`config.mk`:
```
export PLATFORM = sky130hd
export DESIGN_NAME = uart_reg_master_flat
export DESIGN_NICKNAME = d
export VERILOG_FILES = /design/src/rtl/uart_reg_master_if.sv /design/src/rtl/uart_reg_master.sv /design/src/flat_wrapper.sv
export SDC_FILE = /design/constraint.sdc
export NUM_CORES = 1
export LEC_CHECK = 0
export CORE_ASPECT_RATIO = 1.1
export CORE_MARGIN = 4
export CORE_UTILIZATION = 41
export CTS_CLUSTER_SIZE = 20
export DETAILED_ROUTE_END_ITERATION = 8
export GPL_ROUTABILITY_DRIVEN = 0
export PLACE_DENSITY = 0.78
export SLEW_MARGIN = 20
export SYNTH_ARGS = -nofsm -noshare
export SYNTH_HDL_FRONTEND = slang
export SYNTH_SLANG_ARGS = --single-unit
```
`constraint.sdc`:
```
create_clock -name clk -period 3.75 [get_ports clk]
set_clock_uncertainty 0.15 [all_clocks]
set_input_delay 0.375 -clock clk [delete_from_list [all_inputs] [get_ports clk]]
set_output_delay 0.375 -clock clk [all_outputs]
set_load 0.005 [all_outputs]
```
`src/rtl/uart_reg_master_if.sv`:
```
// Command/response handshake plus register-bus signals for uart_reg_master.
// master = the register master block, slave = the command source and register bus around it.
interface uart_reg_master_if;
    logic        cmd_valid;
    logic        cmd_ready;
    logic        cmd_write;
    logic [11:0] cmd_addr;
    logic [31:0] cmd_wdata;
    logic        rsp_valid;
    logic        rsp_ready;
    logic [31:0] rsp_rdata;
    logic [1:0]  rsp_err;
    logic [11:0] waddr;
    logic [11:0] raddr;
    logic [31:0] wdata;
    logic        wr_en;
    logic        rd_en;
    logic [31:0] rdata;
    logic        wack;
    logic        rack;
    logic        waddrerr;
    logic        raddrerr;

    modport master (
        input  cmd_valid, cmd_write, cmd_addr, cmd_wdata, rsp_ready,
        input  rdata, wack, rack, waddrerr, raddrerr,
        output cmd_ready, rsp_valid, rsp_rdata, rsp_err,
        output waddr, raddr, wdata, wr_en, rd_en
    );

    modport slave (
        output cmd_valid, cmd_write, cmd_addr, cmd_wdata, rsp_ready,
        output rdata, wack, rack, waddrerr, raddrerr,
        input  cmd_ready, rsp_valid, rsp_rdata, rsp_err,
        input  waddr, raddr, wdata, wr_en, rd_en
    );
endinterface

```
`src/rtl/uart_reg_master.sv`:
```
// Single-outstanding register bus master: one command in, one strobe out, one response back.
// Latency: response 2 cycles after accept when acked in REQ; 3-cycle minimum command period.
// Backpressure: cmd_ready only in IDLE; response held until rsp_ready. Timeout under UART_REG_MASTER_TIMEOUT_EN.
module uart_reg_master #(
    parameter int unsigned TIMEOUT_CYCLES = 16
) (
    input  logic             clk,
    input  logic             rst,
    uart_reg_master_if.master bus
);

    typedef enum logic [1:0] {IDLE, REQ, WAIT, RESP} state_t;

    localparam logic [1:0] ERR_OK      = 2'b00;
    localparam logic [1:0] ERR_ADDR    = 2'b01;
    localparam logic [1:0] ERR_TIMEOUT = 2'b10;

    generate
        if (TIMEOUT_CYCLES < 2 || TIMEOUT_CYCLES > 255) begin : g_bad_timeout
            $error("uart_reg_master: TIMEOUT_CYCLES out of range 2..255");
        end
    endgenerate

    state_t state;
    state_t state_next;
    logic   op_write;
    logic   ack_hit;
    logic   err_hit;
    logic   bus_phase;
    logic   timeout_hit;

    assign ack_hit   = op_write ? bus.wack     : bus.rack;
    assign err_hit   = op_write ? bus.waddrerr : bus.raddrerr;
    assign bus_phase = (state == REQ) || (state == WAIT);

`ifdef UART_REG_MASTER_TIMEOUT_EN
    logic [7:0] wait_cnt;

    // wait_cnt is the number of WAIT cycles already completed before this edge.
    assign timeout_hit = (state == WAIT) && !ack_hit && !err_hit &&
                         (wait_cnt == 8'(TIMEOUT_CYCLES - 1));

    always_ff @(posedge clk or posedge rst) begin
        if (rst) begin
            wait_cnt <= 8'd0;
        end else if (state == REQ) begin
            wait_cnt <= 8'd0;
        end else if (state == WAIT) begin
            wait_cnt <= wait_cnt + 8'd1;
        end
    end
`else
    assign timeout_hit = 1'b0;
`endif

    always_ff @(posedge clk or posedge rst) begin
        if (rst) begin
            state <= IDLE;
        end else begin
            state <= state_next;
        end
    end

    always_comb begin
        state_next    = state;
        bus.cmd_ready = 1'b0;
        bus.wr_en     = 1'b0;
        bus.rd_en     = 1'b0;
        bus.rsp_valid = 1'b0;
        case (state)
            IDLE: begin
                bus.cmd_ready = 1'b1;
                if (bus.cmd_valid) state_next = REQ;
            end
            REQ: begin
                bus.wr_en  = op_write;
                bus.rd_en  = !op_write;
                state_next = (ack_hit || err_hit) ? RESP : WAIT;
            end
            WAIT: begin
                if (ack_hit || err_hit || timeout_hit) state_next = RESP;
            end
            RESP: begin
                bus.rsp_valid = 1'b1;
                if (bus.rsp_ready) state_next = IDLE;
            end
            default: state_next = IDLE;
        endcase
    end

    // Address/data registers only load on accept, so they stay put through REQ and WAIT.
    always_ff @(posedge clk or posedge rst) begin
        if (rst) begin
            op_write      <= 1'b0;
            bus.waddr     <= 12'd0;
            bus.raddr     <= 12'd0;
            bus.wdata     <= 32'd0;
            bus.rsp_rdata <= 32'd0;
            bus.rsp_err   <= ERR_OK;
        end else begin
            if (state == IDLE && bus.cmd_valid) begin
                op_write <= bus.cmd_write;
                if (bus.cmd_write) begin
                    bus.waddr <= bus.cmd_addr;
                    bus.wdata <= bus.cmd_wdata;
                end else begin
                    bus.raddr <= bus.cmd_addr;
                end
            end
            if (bus_phase && (ack_hit || err_hit)) begin
                bus.rsp_err   <= err_hit ? ERR_ADDR : ERR_OK;
                bus.rsp_rdata <= (err_hit || op_write) ? 32'd0 : bus.rdata;
            end else if (timeout_hit) begin
                bus.rsp_err   <= ERR_TIMEOUT;
                bus.rsp_rdata <= 32'd0;
            end
        end
    end

endmodule
```
`src/flat_wrapper.sv`:
```
// flat-port wrapper written by rule: the top's interface ports become plain ports
module uart_reg_master_flat 
#(
    parameter int unsigned TIMEOUT_CYCLES = 16
)
  (clk, rst, bus_cmd_valid, bus_cmd_write, bus_cmd_addr, bus_cmd_wdata, bus_rsp_ready, bus_rdata, bus_wack, bus_rack, bus_waddrerr, bus_raddrerr, bus_cmd_ready, bus_rsp_valid, bus_rsp_rdata, bus_rsp_err, bus_waddr, bus_raddr, bus_wdata, bus_wr_en, bus_rd_en);
  uart_reg_master_if bus_i ();
  input  logic clk;
  input  logic rst;
  input wire logic [$bits(bus_i.cmd_valid)-1:0] bus_cmd_valid;
  input wire logic [$bits(bus_i.cmd_write)-1:0] bus_cmd_write;
  input wire logic [$bits(bus_i.cmd_addr)-1:0] bus_cmd_addr;
  input wire logic [$bits(bus_i.cmd_wdata)-1:0] bus_cmd_wdata;
  input wire logic [$bits(bus_i.rsp_ready)-1:0] bus_rsp_ready;
  input wire logic [$bits(bus_i.rdata)-1:0] bus_rdata;
  input wire logic [$bits(bus_i.wack)-1:0] bus_wack;
  input wire logic [$bits(bus_i.rack)-1:0] bus_rack;
  input wire logic [$bits(bus_i.waddrerr)-1:0] bus_waddrerr;
  input wire logic [$bits(bus_i.raddrerr)-1:0] bus_raddrerr;
  output wire logic [$bits(bus_i.cmd_ready)-1:0] bus_cmd_ready;
  output wire logic [$bits(bus_i.rsp_valid)-1:0] bus_rsp_valid;
  output wire logic [$bits(bus_i.rsp_rdata)-1:0] bus_rsp_rdata;
  output wire logic [$bits(bus_i.rsp_err)-1:0] bus_rsp_err;
  output wire logic [$bits(bus_i.waddr)-1:0] bus_waddr;
  output wire logic [$bits(bus_i.raddr)-1:0] bus_raddr;
  output wire logic [$bits(bus_i.wdata)-1:0] bus_wdata;
  output wire logic [$bits(bus_i.wr_en)-1:0] bus_wr_en;
  output wire logic [$bits(bus_i.rd_en)-1:0] bus_rd_en;
  assign bus_i.cmd_valid = bus_cmd_valid;
  assign bus_i.cmd_write = bus_cmd_write;
  assign bus_i.cmd_addr = bus_cmd_addr;
  assign bus_i.cmd_wdata = bus_cmd_wdata;
  assign bus_i.rsp_ready = bus_rsp_ready;
  assign bus_i.rdata = bus_rdata;
  assign bus_i.wack = bus_wack;
  assign bus_i.rack = bus_rack;
  assign bus_i.waddrerr = bus_waddrerr;
  assign bus_i.raddrerr = bus_raddrerr;
  assign bus_cmd_ready = bus_i.cmd_ready;
  assign bus_rsp_valid = bus_i.rsp_valid;
  assign bus_rsp_rdata = bus_i.rsp_rdata;
  assign bus_rsp_err = bus_i.rsp_err;
  assign bus_waddr = bus_i.waddr;
  assign bus_raddr = bus_i.raddr;
  assign bus_wdata = bus_i.wdata;
  assign bus_wr_en = bus_i.wr_en;
  assign bus_rd_en = bus_i.rd_en;
  uart_reg_master #(.TIMEOUT_CYCLES(TIMEOUT_CYCLES)) u_core (.clk(clk), .rst(rst), .bus(bus_i));
endmodule
```
# After elaboration in Yosys (flattened, before gate mapping)
# Index checks and enable logic that the tools add are counted.
[classes]
n_mux = 13
bitwise = 1
reduce_logical = 10
n_eq_ne = 6
[ops]
columns = ["operator", "n"]
rows = [
  ["32-bit two-way mux", 1],
  ["1-bit two-way mux", 8],
  ["2-bit case mux with 4 select lines", 1],
  ["2-bit two-way mux", 3],
  ["2-bit != test (second input constant)", 3],
  ["2-bit == test (second input constant)", 2],
  ["2-bit AND reduction", 2],
  ["1-bit logical OR", 3],
  ["3-bit AND reduction", 1],
  ["2-bit by 1-bit == test with 1-bit output (second input constant)", 1],
  ["1-bit logical AND", 2],
  ["2-bit logical NOT", 1],
  ["1-bit logical NOT", 1],
  ["1-bit NOT", 1],
]
[totals]
in_bits = 85
elab_cells = 37
register_bits = 93

# Longest topological paths before layout
[logic_depth]
depth_word = 4
ltp_mapped = 7

# Worst setup path after synthesis
# No wires, ideal clock.
[synth_timing]
kind = "reg2reg"
from = "register u_core.state[0]"
to = "register u_core.bus.raddr[0]"
slack_ns = 1.970
setup_ns = 0.125
t_arrival_ns = 1.505
t_required_ns = 3.475
stages_incl_launch_ff = 7
path_buffers = 1
cell_sequence = "dfrtp_1 -> inv_1 -> ha_1 -> nand2_1 -> or2_1 -> buf_2 -> mux2_2"
[synth_via]
elab_chain_len = 3
[synth_rtl]
columns = ["element", "line_no", "rtl"]
rows = [
  ["start: declaration", "uart_reg_master.sv:24", "state_t state;"],
  ["start signal: assignment", "uart_reg_master.sv:60", "state <= state_next;"],
  ["2-bit logical NOT", "uart_reg_master.sv:101", "if (state == IDLE && bus.cmd_valid) begin"],
  ["1-bit logical AND", "uart_reg_master.sv:101", ""],
  ["2-bit AND reduction (no source line)", "--", ""],
  ["end signal: assignment", "uart_reg_master.sv:107", "bus.raddr <= bus.cmd_addr;"],
  ["end: declaration", "uart_reg_master_if.sv:28", "output waddr, raddr, wdata, wr_en, rd_en"],
]
# Every way passes these cells.
# A chain may end at the register's enable or synchronous reset.

# Worst setup path in the final report
[layout_timing]
from = "register u_core.state[0]"
to = "output port bus_cmd_ready"
[layout_via]
elab_chain_len = 2
[layout_rtl]
columns = ["element", "line_no", "rtl"]
rows = [
  ["2-bit logical NOT", "uart_reg_master.sv:70", "case (state)"],
  ["1-bit two-way mux", "uart_reg_master.sv:70", ""],
  ["end: declaration", "flat_wrapper.sv:20", "output wire logic [$bits(bus_i.cmd_ready)-1:0] bus_cmd_ready;"],
]
# Every way passes these cells.

==> out/metrics.csv <==
metric;value;unit
drt-total-wl;9400;um
drt_pass1_iterations;4;
final_cell_mix;177 x sky130_fd_sc_hd__clkdlybuf4s50_1, 92 x sky130_fd_sc_hd__dfrtp_1, 68 x sky130_fd_sc_hd__nand2_1;
io_buffer_count;177;
place.detailed.hpwl;7180;um
post_dp_cell_area;5530;um^2
synth_sequential_area_ratio;62.6;%
first_global_vias;2961;
critical_path_arrival;1760;ps
via_count;2787;
timing.critical_path.to;bus_cmd_ready;
die-area;10600;um^2
crit_buf_inv;2;
coreArea;8580;um^2
vdd_ir_drop_max;0.344;mV
grt_start_max_net_pins;66;
chipWidth;98.3;um
totalNegativeSetupSlack;0;ps
critPathLaunchType;flop;
gr-usage-all-layers;17.8;%
crit_path_top_delay_cell;sky130_fd_sc_hd__clkdlybuf4s50_1;
initialDrtViolationCount;85;
final_max_slew_viol_count;0;
antenna_cells;0;
reg2reg_to;u_core.bus.wdata[22]$_DFFE_PP0P_;
ctsHoldBuffers;0;
max_slew.worst_pin.slew;535;ps
post_drt_wl_per_cell;16.0;um
run_status;finished clean;
setup_viols_final;0;
finalCritPeriodShare;61.0;%
synthesis.area;3680;um^2
synthesis.nets;383;
crit_required;3220;ps
timing.slew.headroom;64.3;%
cts.reportedPaths.clkPinSlew;100;ps
timing.fmax;437;MHz
cap_violations;0;
cts_buffer_depth;2;
detail_route.vias_per_cell;4.76;
worstSkewPairLatency;340;ps
antenna_left;0;
cp_num_cells;3;
critical_path.endpoint_type;output pin;
yosys_register_bits;92;
number_of_antenna_violations_at_the_first_check_in_global_routing;0;
timing.final.crit_period;2290;ps
num_io_pins;179;
timing.critical_path.cells;inv_1, ha_1, clkdlybuf4s50_1;
power.density;730;nW/um^2
postCtsResizedCells;0;
grt_overflow;0;
finish.instance_area;5700;um^2
critical_path.startpoint;u_core.state[0]$_DFFE_PP0P_;
cp_max_fo;5;
depth_of_the_most_critical_reg_to_reg_path;5;
max_stage_delay;560;ps
area_growth_syn_to_layout;55.1;%
report.final.hold_viol_count;0;
ys_warn_count;0;
power;4170;uW
cts_num_sinks;92;
cts_buf_count;9;
layout.nets;560;
critical_path_s_top_delay_family;buffers and inverters;
number_of_instances_in_the_synthesized_netlist;293;
drc;0;
synth.distinct_cells;27;
die_h;107;um
layout_commonest_cell;sky130_fd_sc_hd__clkdlybuf4s50_1;
clockRootBuffer;sky130_fd_sc_hd__clkbuf_8;
hold_path.class;input pin to async pin;
r2r_start;u_core.state[0]$_DFFE_PP0P_;
worst-setup-path-type;flop to output pin;
final_layout_size_suffix_gt1_share;17.3;%
clock_tree_from_tritoncts;built;
htreeDepth;3;
num_rows;35;
leakage_power;0.00244;uW
cts_setup_buffers;0;
rsz0062_at_grt;false;
synth_area_per_cell;12.6;um^2
global_route_wire_length_before_repair;14900;um
initial_utilization;42.9;%
regToRegSetupSlack;1530;ps
## how the worst min path moves through the flow
stage,from,depth (start not counted),end,slack (ps)
6_report,rst,2,u_core.bus.wdata[9]$_DFFE_PP0P_,230
5_1_grt,rst,2,u_core.bus.wdata[15]$_DFFE_PP0P_,260
4_1_cts,rst,2,u_core.bus.wdata[15]$_DFFE_PP0P_,230
3_5_place_dp,u_core.bus.rsp_rdata[13]$_DFFE_PP0P_,2,u_core.bus.rsp_rdata[13]$_DFFE_PP0P_,320
3_3_place_gp,u_core.bus.rsp_rdata[5]$_DFFE_PP0P_,2,u_core.bus.rsp_rdata[5]$_DFFE_PP0P_,310
2_1_floorplan,u_core.bus.rsp_rdata[13]$_DFFE_PP0P_,2,u_core.bus.rsp_rdata[13]$_DFFE_PP0P_,320
## cells in the mapped netlist, drive strengths merged
cell	n	area, um^2
dfrtp	92	2300
nand2	68	255
mux2	57	642
o21ai	33	165
buf	12	96.3
inv	6	22.5
ha	5	62.6
clkbuf	4	16.3
o22ai	2	12.5
or2	2	15.0
a21o	1	7.51
a21oi	1	5.00
a221o	1	10.0
a32o	1	10.0
and2	1	6.26
conb	1	3.75
nand2b	1	6.26
nand3	1	10.0
nor2	1	3.75
nor2b	1	6.26
nor3	1	5.00
o221ai	1	15.0
## metal layers
metal	GRT usage (%)	vias to the layer above	share of wire, %
met5	0	-	0
met4	7.32	0	2.1
met3	4.21	12	6.5
met2	31.4	105	52
met1	20.7	1334	39
li1	-	1336	-
## stage by stage
step	setup WS [ps]	hold WS (ps)	std cells	utilization, %
2_1_floorplan	833	320	293	-
3_3_place_gp	1520	311	570	64.4
3_5_place_dp	1480	321	570	64.4
4_1_cts	1460	230	586	66.5
5_1_grt	1370	259	586	66.5
6_report	1460	228	586	66.5
## sequential cells by signal (all words and copies together), names as in the netlist
signal                count
u_core.bus.raddr         12
u_core.bus.rsp_err        1
u_core.bus.rsp_rdata     32
u_core.bus.waddr         12
u_core.bus.wdata         32
u_core.op_write           1
u_core.state              2
## layout make-up
cell class	count	area, um^2
inverter	6	23.8
clock buffer	10	128
timing repair buffer	182	1810
multi-input combinational	179	1250
fill	690	2880
sequential	92	2300
tap	111	139
clock inverter	6	47.5
## cells by family (layout without fill, tap and decap cells)
logic type      Yosys count  after routing  share of synthesized area [%]
buf+inv                  22            204                           3.67
fa+ha+maj                 5              5                           1.70
simple gates             76             76                           8.37
flops                    92             92                           62.6
other cells               1              1                          0.102
mux                      57             57                           17.4
compound gates           40             40                           6.12
## power breakdown
part	leakage, uW	switching [uW]	internal (uW)
Clock	0.0000872	359	248
Combinational	0.00121	726	1190
Sequential	0.00115	223	1420
Power figures use the tool's default switching activity.
